$ cat config.mk
export PLATFORM = sky130hd
export DESIGN_NAME = bcd_convert_arbiter_flat
export DESIGN_NICKNAME = d
export VERILOG_FILES = /design/src/rtl/bcd_convert_arbiter_pkg.sv /design/src/rtl/bcd_convert_arbiter_if.sv /design/src/rtl/bcd_convert_arbiter_bcd.sv /design/src/rtl/bcd_convert_arbiter.sv /design/src/flat_wrapper.sv
export SDC_FILE = /design/constraint.sdc
export NUM_CORES = 1
export LEC_CHECK = 0
export ABC_AREA = 1
export BUFFER_PORTS_ARGS = -buffer_cell sky130_fd_sc_hd__buf_2
export CAP_MARGIN = 10
export CORE_ASPECT_RATIO = 0.6
export CORE_MARGIN = 4
export CORE_UTILIZATION = 27
export CTS_BUF_LIST = sky130_fd_sc_hd__clkbuf_16
export CTS_CLUSTER_DIAMETER = 200
export DETAILED_ROUTE_END_ITERATION = 12
export RECOVER_POWER = 25
export SYNTH_ARGS = -nofsm -noshare
export SYNTH_HDL_FRONTEND = slang
export SYNTH_SLANG_ARGS = --single-unit
$ cat constraint.sdc
create_clock -name clk -period 8.7 [get_ports clk]
set_clock_uncertainty 0.2 [all_clocks]
set_input_delay 0 -clock clk [delete_from_list [all_inputs] [get_ports clk]]
set_output_delay 0 -clock clk [all_outputs]
set_load 0.01 [all_outputs]
$ cat src/rtl/bcd_convert_arbiter_pkg.sv
`default_nettype none
// +------------------------------------------------------------------+
// | adc_pkg : shared constants and FSM encoding for the BCD arbiter   |
// | Rev 1.0                                                           |
// +------------------------------------------------------------------+
package adc_pkg;

    localparam int DATA_W = 8;
    localparam int BCD_W  = 4;

    typedef enum logic [1:0] {
        ST_IDLE    = 2'd0,
        ST_CONVERT = 2'd1,
        ST_HOLD    = 2'd2
    } state_t;

endpackage
`default_nettype wire

$ cat src/rtl/bcd_convert_arbiter_if.sv
`default_nettype none
// +------------------------------------------------------------------+
// | bcd_convert_arbiter_if : requester and result handshake bundle    |
// | Rev 1.0                                                           |
// +------------------------------------------------------------------+
interface bcd_convert_arbiter_if #(
    parameter int NUM_REQ = 4,
    parameter int CHAN_W  = 2
);
    import adc_pkg::*;

    logic [NUM_REQ-1:0]        req_valid;
    logic [DATA_W*NUM_REQ-1:0] req_data;
    logic [NUM_REQ-1:0]        req_ready;
    logic                      bcd_valid;
    logic                      bcd_ready;
    logic [BCD_W-1:0]          bcd_hundreds;
    logic [BCD_W-1:0]          bcd_tens;
    logic [BCD_W-1:0]          bcd_ones;
    logic [CHAN_W-1:0]         bcd_chan;
    logic                      busy;

    modport master (
        output req_valid, req_data, bcd_ready,
        input  req_ready, bcd_valid, bcd_hundreds, bcd_tens, bcd_ones, bcd_chan, busy
    );

    modport slave (
        input  req_valid, req_data, bcd_ready,
        output req_ready, bcd_valid, bcd_hundreds, bcd_tens, bcd_ones, bcd_chan, busy
    );

endinterface
`default_nettype wire

$ cat src/rtl/bcd_convert_arbiter_bcd.sv
`default_nettype none
// +------------------------------------------------------------------+
// | binary_to_bcd : combinational 8-bit binary to 3-digit BCD         |
// | Rev 1.0                                                           |
// +------------------------------------------------------------------+
module binary_to_bcd
    import adc_pkg::*;
(
    input  wire logic [DATA_W-1:0] i_bin,
    output logic      [BCD_W-1:0]  o_hundreds,
    output logic      [BCD_W-1:0]  o_tens,
    output logic      [BCD_W-1:0]  o_ones
);

    logic [3*BCD_W-1:0] w_digits;
    logic [DATA_W-1:0]  w_bin;

    // Double-dabble: correct each digit >= 5 before shifting the next bit in.
    always_comb begin
        w_digits = '0;
        w_bin    = i_bin;
        for (int i = 0; i < DATA_W; i++) begin
            if (w_digits[3:0] >= 4'd5) w_digits[3:0] = w_digits[3:0] + 4'd3;
            if (w_digits[7:4] >= 4'd5) w_digits[7:4] = w_digits[7:4] + 4'd3;
            w_digits = {w_digits[3*BCD_W-2:0], w_bin[DATA_W-1]};
            w_bin    = w_bin << 1;
        end
    end

    assign o_hundreds = w_digits[11:8];
    assign o_tens     = w_digits[7:4];
    assign o_ones     = w_digits[3:0];

endmodule
`default_nettype wire

$ cat src/rtl/bcd_convert_arbiter.sv
`default_nettype none
// +------------------------------------------------------------------+
// | bcd_convert_arbiter : round-robin share of one binary_to_bcd unit |
// | Rev 1.0                                                           |
// +------------------------------------------------------------------+
module bcd_convert_arbiter
    import adc_pkg::*;
#(
    parameter int NUM_REQ = 4,
    parameter int CHAN_W  = 2
) (
    input  wire logic             clk,
    input  wire logic             rst,
    bcd_convert_arbiter_if.slave  bus
);

    localparam logic [CHAN_W-1:0] c_LAST_CHAN = CHAN_W'(NUM_REQ - 1);

    state_t              r_state;
    state_t              w_state_next;
    logic [CHAN_W-1:0]   r_rr_ptr;
    logic [CHAN_W-1:0]   r_chan_q;
    logic [DATA_W-1:0]   r_data_q;
    logic [BCD_W-1:0]    r_hundreds;
    logic [BCD_W-1:0]    r_tens;
    logic [BCD_W-1:0]    r_ones;
    logic [CHAN_W-1:0]   r_chan_out;
    logic                r_bcd_valid;

    logic                w_grant_found;
    logic [CHAN_W-1:0]   w_grant_idx;
    logic [DATA_W-1:0]   w_grant_data;
    logic [NUM_REQ-1:0]  w_req_ready;
    logic [BCD_W-1:0]    w_hundreds;
    logic [BCD_W-1:0]    w_tens;
    logic [BCD_W-1:0]    w_ones;
    int                  w_idx;

    // Search starts at rr_ptr and wraps at NUM_REQ, so unused codes are never visited.
    always_comb begin
        w_grant_found = 1'b0;
        w_grant_idx   = '0;
        w_grant_data  = '0;
        w_idx         = 0;
        for (int k = 0; k < NUM_REQ; k++) begin
            w_idx = int'(r_rr_ptr) + k;
            if (w_idx >= NUM_REQ) w_idx = w_idx - NUM_REQ;
            if (!w_grant_found && bus.req_valid[w_idx]) begin
                w_grant_found = 1'b1;
                w_grant_idx   = CHAN_W'(w_idx);
                w_grant_data  = bus.req_data[w_idx*DATA_W +: DATA_W];
            end
        end
    end

    always_comb begin
        w_state_next = r_state;
        w_req_ready  = '0;
        case (r_state)
            ST_IDLE: begin
                if (w_grant_found) begin
                    w_state_next             = ST_CONVERT;
                    w_req_ready[w_grant_idx] = 1'b1;
                end
            end
            ST_CONVERT: w_state_next = ST_HOLD;
            ST_HOLD: begin
                if (bus.bcd_ready) w_state_next = ST_IDLE;
            end
            default: w_state_next = ST_IDLE;
        endcase
    end

    always_ff @(posedge clk) begin
        if (rst) r_state <= ST_IDLE;
        else     r_state <= w_state_next;
    end

    always_ff @(posedge clk) begin
        if (rst) begin
            r_rr_ptr    <= '0;
            r_chan_q    <= '0;
            r_data_q    <= '0;
            r_hundreds  <= '0;
            r_tens      <= '0;
            r_ones      <= '0;
            r_chan_out  <= '0;
            r_bcd_valid <= 1'b0;
        end else begin
            case (r_state)
                ST_IDLE: begin
                    if (w_grant_found) begin
                        r_data_q <= w_grant_data;
                        r_chan_q <= w_grant_idx;
                    end
                end
                ST_CONVERT: begin
                    r_hundreds  <= w_hundreds;
                    r_tens      <= w_tens;
                    r_ones      <= w_ones;
                    r_chan_out  <= r_chan_q;
                    r_bcd_valid <= 1'b1;
                end
                ST_HOLD: begin
                    if (bus.bcd_ready) begin
                        r_bcd_valid <= 1'b0;
                        r_rr_ptr    <= (r_chan_q == c_LAST_CHAN) ? '0 : r_chan_q + CHAN_W'(1);
                    end
                end
                default: ;
            endcase
        end
    end

    binary_to_bcd u_bcd (
        .i_bin      (r_data_q),
        .o_hundreds (w_hundreds),
        .o_tens     (w_tens),
        .o_ones     (w_ones)
    );

    // Grant is combinational, so mask it while reset holds the FSM.
    assign bus.req_ready    = rst ? '0 : w_req_ready;
    assign bus.bcd_valid    = r_bcd_valid;
    assign bus.bcd_hundreds = r_hundreds;
    assign bus.bcd_tens     = r_tens;
    assign bus.bcd_ones     = r_ones;
    assign bus.bcd_chan     = r_chan_out;
    assign bus.busy         = (r_state != ST_IDLE);

endmodule
`default_nettype wire
$ cat src/flat_wrapper.sv
// flat-port wrapper written by rule: the top's interface ports become plain ports
module bcd_convert_arbiter_flat import adc_pkg::*;
#(
    parameter int NUM_REQ = 4,
    parameter int CHAN_W  = 2
)
  (clk, rst, bus_req_valid, bus_req_data, bus_bcd_ready, bus_req_ready, bus_bcd_valid, bus_bcd_hundreds, bus_bcd_tens, bus_bcd_ones, bus_bcd_chan, bus_busy);
  bcd_convert_arbiter_if #(.NUM_REQ(NUM_REQ), .CHAN_W(CHAN_W)) bus_i ();
  input  wire logic clk;
  input  wire logic rst;
  input wire logic [$bits(bus_i.req_valid)-1:0] bus_req_valid;
  input wire logic [$bits(bus_i.req_data)-1:0] bus_req_data;
  input wire logic [$bits(bus_i.bcd_ready)-1:0] bus_bcd_ready;
  output wire logic [$bits(bus_i.req_ready)-1:0] bus_req_ready;
  output wire logic [$bits(bus_i.bcd_valid)-1:0] bus_bcd_valid;
  output wire logic [$bits(bus_i.bcd_hundreds)-1:0] bus_bcd_hundreds;
  output wire logic [$bits(bus_i.bcd_tens)-1:0] bus_bcd_tens;
  output wire logic [$bits(bus_i.bcd_ones)-1:0] bus_bcd_ones;
  output wire logic [$bits(bus_i.bcd_chan)-1:0] bus_bcd_chan;
  output wire logic [$bits(bus_i.busy)-1:0] bus_busy;
  assign bus_i.req_valid = bus_req_valid;
  assign bus_i.req_data = bus_req_data;
  assign bus_i.bcd_ready = bus_bcd_ready;
  assign bus_req_ready = bus_i.req_ready;
  assign bus_bcd_valid = bus_i.bcd_valid;
  assign bus_bcd_hundreds = bus_i.bcd_hundreds;
  assign bus_bcd_tens = bus_i.bcd_tens;
  assign bus_bcd_ones = bus_i.bcd_ones;
  assign bus_bcd_chan = bus_i.bcd_chan;
  assign bus_busy = bus_i.busy;
  bcd_convert_arbiter #(.NUM_REQ(NUM_REQ), .CHAN_W(CHAN_W)) u_core (.clk(clk), .rst(rst), .bus(bus_i));
endmodule
==> out/qor.csv, run 1 <==
metric,value,unit
routed wl met3,538,um
Mapped Area,2744,um2
sequential area share after synthesis,0.1970,
number of flops mapped to enable cells by yosys,0,
Worst Path Required,8.50,ns
Core Rows,28,
XOR/XNOR Fraction of Synth Area,0,
path category of the worst min-delay check,in -> reg,
height of the die,86.09,um
top routing layer in use,met4,
Slew @ Worst Pin,0.9715,ns
leakage power,1.531,nW
number of levels in the clock H-tree,1,
RSZ-0062 raised after global routing,false,
width of the die,138.1,um
max_slew headroom,0.3523,
adder-cell share of the synthesized area,0.05016,
cell count after synthesis,457,
number of distinct library cells after synthesis,31,
boundary pin count,59,
Synth Area in Compound Gates,0.1683,
HPWL after detailed placement,6.112,mm
GR Overflow Total,0,
area delta synth->final,16.78,%
final-report max-slew violation count,0,
final worst-path cycle share,0.5594,
number of global-route vias before repair,2897,
type of element capturing the critical path,output port,
DRC violations left,0,
first-pass GRT wire length,13.05,mm
DR WL met2,2.962,mm
ratio of total power to cell area,192.7,nW/um2
detailed-route vias per instance,4.790,
number of cells in the finished layout apart from fillers,639,
average detailed-routed wire length per instance,11.81,um
top-count cell post-synth,sky130_fd_sc_hd__nand2_1,
total iterations of the first detailed-routing run,5,
mux contribution to synthesized area,0.09850,
minimum hold slack,0.1153,ns
max-cap check violation count,0,
Antenna Cells,0,
number of sinks driven by the clock tree,27,
startpoint kind of the worst setup timing path,flop,
clock buffer depth,2,
largest area contributor in the synthesized netlist,sky130_fd_sc_hd__dfxtp_1,
final setup violation count,0,
post-layout minimum cycle time,4.867,ns
"Clk pin slew, worst setup/hold paths",0.07,ns
combinational family with the most area after synthesis,simple AND/OR/NAND/NOR gates,
simple-gate share of the synthesized area,0.3662,
number of flip-flops and latches in the synthesized netlist,27,
number of hold violations in the final report,0,
clock root buffer master,sky130_fd_sc_hd__clkbuf_16,
Initial Utilization,0.2777,
fraction of synthesized cell area taken by the top area cell type,0.1970,
Critical Path AT,4.67,ns
1st-iter DRT viols,181,
core outline area,9879,um2
number of vias after detailed routing,3061,
Worst Setup Path Type,reg -> out,
detailed-route wire length,7.546,mm
CTS tree,yes,
Setup TNS,0,ns
Routed met1 length,4.015,mm
most frequent cells after synthesis,"sky130_fd_sc_hd__nand2_1 (115), sky130_fd_sc_hd__inv_1 (57), sky130_fd_sc_hd__nor2_1 (49), sky130_fd_sc_hd__o21ai_0 (48), sky130_fd_sc_hd__nand3_1 (40)",
Max Fanout on Critical Path,40,
full die area,11890,um2
Detail Route Antenna Nets,0,
number of resized instances in the post-cts repair step,0,
maximum number of pins on one net before global-route repair,41,
clock insertion delay at the later pin of the skew report,0.26,ns
number of warning messages in the yosys log,0,
share of cells above drive strength 1,0.1528,
post-CTS setup-driven buffer insertion count,0,
ys flop type,sky130_fd_sc_hd__dfxtp_1,
"IR drop worst, VDD",95.98,uV
cell types with the largest area share after synthesis,"sky130_fd_sc_hd__dfxtp_1 (20%), sky130_fd_sc_hd__nand2_1 (16%), sky130_fd_sc_hd__mux2i_1 (9.8%)",
clock buffers created by TritonCTS,3,
cell count after placement,632,
ys async rst share,0,
number of fill cells,1075,
peak clock frequency supported by timing,205.5,MHz
Mean Syn Cell Area,6.004,um2
number of antenna violations at the first check in global routing,0,
gpl congestion,0.8476,
result of the run,"complete, no violations",
total of buffers placed on input and output ports,56,
GRT Total Usage,0.1277,
cts hold-fix bufs,3,
layout net count,555,
[placed cells by master (no fill, tap or decap), types with 2 or more instances in the layout]
master / n
sky130_fd_sc_hd__o22ai_1: 9
sky130_fd_sc_hd__dfxtp_1: 26
sky130_fd_sc_hd__inv_2: 2
sky130_fd_sc_hd__nand3_1: 40
sky130_fd_sc_hd__nand2_2: 14
sky130_fd_sc_hd__o21ai_0: 48
sky130_fd_sc_hd__clkbuf_1: 11
sky130_fd_sc_hd__nand3_2: 4
sky130_fd_sc_hd__o21ai_1: 2
sky130_fd_sc_hd__conb_1: 2
sky130_fd_sc_hd__mux2i_1: 27
sky130_fd_sc_hd__o2111ai_1: 8
sky130_fd_sc_hd__nand2_1: 115
sky130_fd_sc_hd__ha_1: 11
sky130_fd_sc_hd__nor2_1: 49
sky130_fd_sc_hd__buf_2: 45
sky130_fd_sc_hd__clkbuf_16: 3
sky130_fd_sc_hd__dlygate4sd3_1: 3
sky130_fd_sc_hd__inv_1: 58
sky130_fd_sc_hd__or2_2: 4
sky130_fd_sc_hd__clkinv_1: 2
sky130_fd_sc_hd__a21oi_1: 12
[per-stage QoR]
stage | cell area [um2] | power, mW | utilization | setup WS [ns]
3_3_place_gp | 3109 | 0.5061 | 0.3147 | 4.312
2_1_floorplan | 2748 | 0.4383 | - | 5.282
4_1_cts | 3218 | 0.6214 | 0.3257 | 3.845
6_report | 3204 | 0.6176 | 0.3243 | 3.833
5_1_grt | 3204 | 0.6858 | 0.3243 | 3.222
3_5_place_dp | 3109 | 0.5159 | 0.3147 | 4.124
[cells by family after synthesis]
kind of cell | Yosys count
AOI/OAI and AO/OA | 82
adders and majority gates | 11
buffers and inverters | 79
DFF | 27
muxes | 27
other | 1
and+or+nand+nor | 230
[registers in the layout, summed over array words and instances (netlist names)]
signal	cells
u_core.r_state	2
u_core.r_data_q	8
u_core.r_rr_ptr	2
u_core.bus.bcd_ones	4
u_core.bus.bcd_tens	4
u_core.r_chan_q	2
u_core.bus.bcd_hundreds	2
u_core.bus.bcd_valid	1
u_core.bus.bcd_chan	2
[cell type report]
class                      count  area (um2)  area share
timing repair buffer          60       304.0     0.09489
clock buffer                   3       75.07     0.02343
multi-input combinational    352        1882      0.5873
clock inverter                 1       3.754    0.001171
sequential                    27       541.8      0.1691
inverter                      61       229.0     0.07146
tap                          135       168.9     0.05271
[worst paths after layout]
path	from	end	slack, ns	cells past startpoint
worst max-delay path	u_core.r_rr_ptr[0]	bus_req_ready[2]	3.83	14
worst min-delay path	bus_req_data[3]	u_core.r_data_q[3]	0.12	7
worst max register to register	u_core.r_rr_ptr[0]	u_core.r_chan_q[0]	4.37	12
worst min register to register	u_core.bus.bcd_ones[3]	u_core.bus.bcd_ones[3]	0.28	2
[per-layer routing]
layer	GRT usage	vias up
met2	0.1938	108
met3	0.02786	4
met4	0.01166	0
met5	0	-
met1	0.1912	1362
li1	-	1587
[worst max-delay path, stage by stage (launching register included)]
cell and delay [ns]:
sky130_fd_sc_hd__dfxtp_2 0.96, sky130_fd_sc_hd__inv_1 0.41, sky130_fd_sc_hd__ha_1 0.75, sky130_fd_sc_hd__clkinv_1 0.52, sky130_fd_sc_hd__nand2_1 0.18, sky130_fd_sc_hd__nand2_1 0.08, sky130_fd_sc_hd__nand2_1 0.09, sky130_fd_sc_hd__nor2_1 0.06
sky130_fd_sc_hd__nand2_1 0.06, sky130_fd_sc_hd__nand2_1 0.09, sky130_fd_sc_hd__nor2_1 0.54, sky130_fd_sc_hd__inv_1 0.11, sky130_fd_sc_hd__or2_2 0.33, sky130_fd_sc_hd__nor2_1 0.08, sky130_fd_sc_hd__buf_2 0.13
[power by group]
part           internal, mW  leakage [nW]  switching (mW)
Clock                0.0615        0.0423          0.0410
Combinational         0.123          1.27           0.232
Sequential            0.143         0.222          0.0169
Total                 0.328          1.53           0.290
No activity file was read; power rests on OpenSTA's default activity.
==> run 2, diff against run 1 <==
--- a/config.mk
+++ b/config.mk
@@ -5,7 +5,7 @@
 export SDC_FILE = /design/constraint.sdc
 export NUM_CORES = 1
 export LEC_CHECK = 0
-export ABC_AREA = 1
+export ABC_AREA = 0
 export BUFFER_PORTS_ARGS = -buffer_cell sky130_fd_sc_hd__buf_2
 export CAP_MARGIN = 10
 export CORE_ASPECT_RATIO = 0.6
==> constraint.sdc (replaced) <==
create_clock -name clk -period 4 [get_ports clk]
set_clock_uncertainty 0.2 [all_clocks]
set_input_delay 0 -clock clk [delete_from_list [all_inputs] [get_ports clk]]
set_output_delay 0 -clock clk [all_outputs]
set_load 0.01 [all_outputs]
==> run 2 against run 1 <==
Net effect:
- sequential share of layout area down 2.9 points
- highest routed layer unchanged
- critical path type is now reg -> reg
- via count up 2.0%
- non-clock buffer count up 23
==> out/qor.csv, run 2 <==
metric,value,unit,change
result of the run,"complete, no violations",,
most frequent cells after synthesis,"sky130_fd_sc_hd__nor2_1 (49), sky130_fd_sc_hd__nand2_1 (32), sky130_fd_sc_hd__dfxtp_1 (27), sky130_fd_sc_hd__a21oi_1 (24), sky130_fd_sc_hd__inv_1 (20)",,
clock insertion delay at the later pin of the skew report,0.27,ns,about the same
sequential area share after synthesis,0.1718,,-0.02515
GR Overflow Total,0,,unchanged
cell-internal power,1.026,mW,+210%
met3 Track Usage GR,0.02743,,-0.0004237
final-report max-slew violation count,0,,unchanged
gpl congestion,0.8780,,+3.6%
total of buffers placed on input and output ports,56,,unchanged
clock root buffer master,sky130_fd_sc_hd__clkbuf_16,,
summed area of non-filler cells in the final layout,3904,um2,+22%
"flip-flop count of the largest register, all copies and words added",8,,unchanged
layout net count,499,,-10%
first-pass GRT wire length,14.01,mm,+7.3%
"Largest delay share family, worst path",compound AO/OA/AOI/OAI gates,,
1st-iter DRT viols,191,,+5.5%
fraction of met1 tracks used by global routing,0.1762,,-0.01495
final worst-path cycle share,0.9463,,
top-count cell post-synth,sky130_fd_sc_hd__nor2_1,,
Worst Path Required,3.94,ns,-4.56 ns
share of cells above drive strength 1,0.3080,,+0.1553
detailed-route vias per instance,5.133,,+7.2%
most frequent standard cell in the layout excluding fill and tap cells,sky130_fd_sc_hd__nor2_1,,
width of the die,147.3,um,+6.7%
cell types with the largest area share after synthesis,"sky130_fd_sc_hd__dfxtp_1 (17%), sky130_fd_sc_hd__mux4_2 (14%), sky130_fd_sc_hd__nor2_1 (5.8%)",,
worst path buffer plus inverter count,3,,-1
ys async rst share,0,,unchanged
Core Rows,30,,+7.1%
fraction of synthesized cell area taken by the top area cell type,0.1718,,-0.02515
total iterations of the first detailed-routing run,5,,unchanged
CTS tree,yes,,
most crowded layer after global routing,met2,,
highest-count cells in the layout ignoring fill and taps,"sky130_fd_sc_hd__nor2_1 (49), sky130_fd_sc_hd__buf_2 (45), sky130_fd_sc_hd__nand2_1 (32)",,
footprint of the multi-input gates,2514,um2,+34%
Flop pwr share,0.193,,-0.066
largest area contributor in the synthesized netlist,sky130_fd_sc_hd__dfxtp_1,,
number of warning messages in the yosys log,0,,unchanged
cell count after synthesis,386,,-16%
number of flops mapped to enable cells by yosys,0,,unchanged
HPWL after detailed placement,6.587,mm,+7.8%
number of fill cells,1204,,+12%
Slew @ Worst Pin,0.5882,ns,-0.3833 ns
number of levels in the clock H-tree,1,,unchanged
number of flip-flops and latches in the synthesized netlist,27,,unchanged
ratio of total power to cell area,464.6,nW/um2,+140%
Max Fanout on Critical Path,10,,-75%
part of the total power dissipated in the clock network,0.136,,-0.030
height of the die,91.61,um,+6.4%
total area of sequential cells,546.8,um2,+0.92%
Antenna Cells,0,,unchanged
"Clk pin slew, worst setup/hold paths",0.08,ns,about the same
Worst Setup Path Type,reg -> reg,,
proportion of power drawn by combinational gates,0.671,,+0.096
"IR drop worst, VDD",197.1,uV,+110%
GRT Total Usage,0.1230,,-0.004705
number of sinks driven by the clock tree,27,,unchanged
net load switching power,788.0,uW,+170%
path category of the worst min-delay check,in -> reg,,
core outline area,11340,um2,+15%
Initial Utilization,0.2775,,about the same
post-layout minimum cycle time,3.785,ns,
Setup TNS,0,ns,unchanged
number of global-route vias before repair,2934,,+1.3%
Placed Instance Area,3638,um2,+17%
maximum number of pins on one net before global-route repair,44,,+7.3%
Detail Route Antenna Nets,0,,unchanged
peak clock frequency supported by timing,264.2,MHz,
average detailed-routed wire length per instance,14.07,um,+19%
max_slew headroom,0.6037,,+0.2514
number of antenna violations at the first check in global routing,0,,unchanged
final setup violation count,0,,unchanged
register with the highest flop count,u_core.r_data_q,,
number of distinct library cells after synthesis,65,,+110%
detailed-route wire length,8.553,mm,+13%
biggest cell delay along the critical path,0.40,ns,-0.56 ns
Critical Path AT,3.73,ns,-0.94 ns
Mapped Area,3146,um2,+15%
Net Sw Frac,0.4345,,-0.03464
area delta synth->final,24.10,%,
clock buffers created by TritonCTS,3,,unchanged
type of element capturing the critical path,flop,,
clock buffer depth,2,,unchanged
number of hold violations in the final report,0,,unchanged
cell with the biggest individual delay on the critical path,sky130_fd_sc_hd__a2111oi_4,,
full die area,13500,um2,+13%
max-cap check violation count,0,,unchanged
ys flop type,sky130_fd_sc_hd__dfxtp_1,,
cell-by-cell trace of the critical path,inv_2 > ha_4 > o21ai_4 > xnor2_2 > ha_2 > nand2b_4 > a32oi_2 > xnor2_2 > ha_2 > nand2b_4 > a311oi_4 > buf_4 > a2111oi_4 > buf_6 > a22oi_1 > a221oi_1 > a31o_1 > a311oi_1,,
number of vias after detailed routing,3121,,+2.0%
leakage power,1.474,nW,-3.7%
startpoint kind of the worst setup timing path,flop,,
met2 global-route usage,0.1907,,-0.003147
DRC violations left,0,,unchanged
boundary pin count,59,,unchanged
Mean Syn Cell Area,8.149,um2,+36%
run 2: changes by cell type after synthesis, sizes merged, moves of 8 or more:
cell,delta
o21ai,-33
mux2i,-8
nand2b,+12
a211oi,+19
o2111ai,-8
mux2,+13
nor2b,+14
nand3,-38
nand2,-96
a21oi,+12
mux4,+19
inv,-39
run 2: power groups by stage:
stage	combinational, mW	sequential (mW)	clock [mW]
final	1.22	0.350	0.247
after CTS	1.11	0.347	0.252
after global placement	1.03	0.353	0
after detailed placement	1.05	0.353	0
after global routing	1.34	0.358	0.264
after floorplan	0.828	0.347	0
run 2: kinds of logic (layout without fill, tap and decap cells):
group	Yosys count	in the layout	synth area share
simple gates	140	140	0.2220
compound gates	105	105	0.2383
mux	51	51	0.2482
buf+inv	47	108	0.06126
flops	27	27	0.1718
fa+ha+maj	11	11	0.04375
xor+xnor	4	4	0.01353
other cells	1	2	0.001192
run 2: cell type report:
type                       count  share of cell area
multi-input combinational    313              0.6439
sequential                    27              0.1401
clock buffer                   3             0.01923
tap                          160             0.05128
clock inverter                 1            0.002244
timing repair buffer          83              0.1231
inverter                      21             0.02019
run 2: worst paths after layout:
| path | start | endpoint | slack (ns) | depth (start not counted) |
|---|---|---|---|---|
| setup / recovery | u_core.r_data_q[6] | u_core.bus.bcd_ones[2] | 0.21 | 18 |
| hold / removal | bus_req_valid[3] | u_core.r_chan_q[1] | 0.03 | 5 |
| setup reg to reg | u_core.r_data_q[6] | u_core.bus.bcd_ones[2] | 0.21 | 18 |
| hold reg to reg | u_core.bus.bcd_hundreds[1] | u_core.bus.bcd_hundreds[1] | 0.26 | 2 |
run 2: stage by stage:
step	total power, mW	util	hold WS, ns	worst slack (ns)	instances
floorplan	1.176	-	-0.01353	0.006995	387
global route	1.961	0.3444	0.09606	-0.01261	608
CTS	1.710	0.3345	0.02876	0.02044	600
global placement	1.381	0.3210	0.1102	0.1419	589
finish	1.814	0.3444	0.03122	0.2150	608
detailed placement	1.408	0.3210	0.1100	-0.05128	589
run 2: timing repair:
item                       CTS  global route
setup endpoints to repair    6             8
hold endpoints to repair     6             0
resized for setup            2            12
hold buffers                 3             0
buffers inserted             4             8
pin swaps                    4            11
run 2: per-layer routing:
| layer | wire length [um] | part of all wire | vias to the layer above |
|---|---|---|---|
| met1 | 4227 | 0.49 | 1471 |
| met3 | 498 | 0.058 | 6 |
| met2 | 3764 | 0.44 | 94 |
| met5 | 0 | 0 | - |
| met4 | 63 | 0.0074 | 0 |
| li1 | - | - | 1550 |
run 2: tightest hold or removal path, stage by stage:
cell and delay (ns):
sky130_fd_sc_hd__buf_2 0.13, sky130_fd_sc_hd__nor2_1 0.08, sky130_fd_sc_hd__a21oi_1 0.07, sky130_fd_sc_hd__mux2i_1 0.13, sky130_fd_sc_hd__nor2_1 0.05
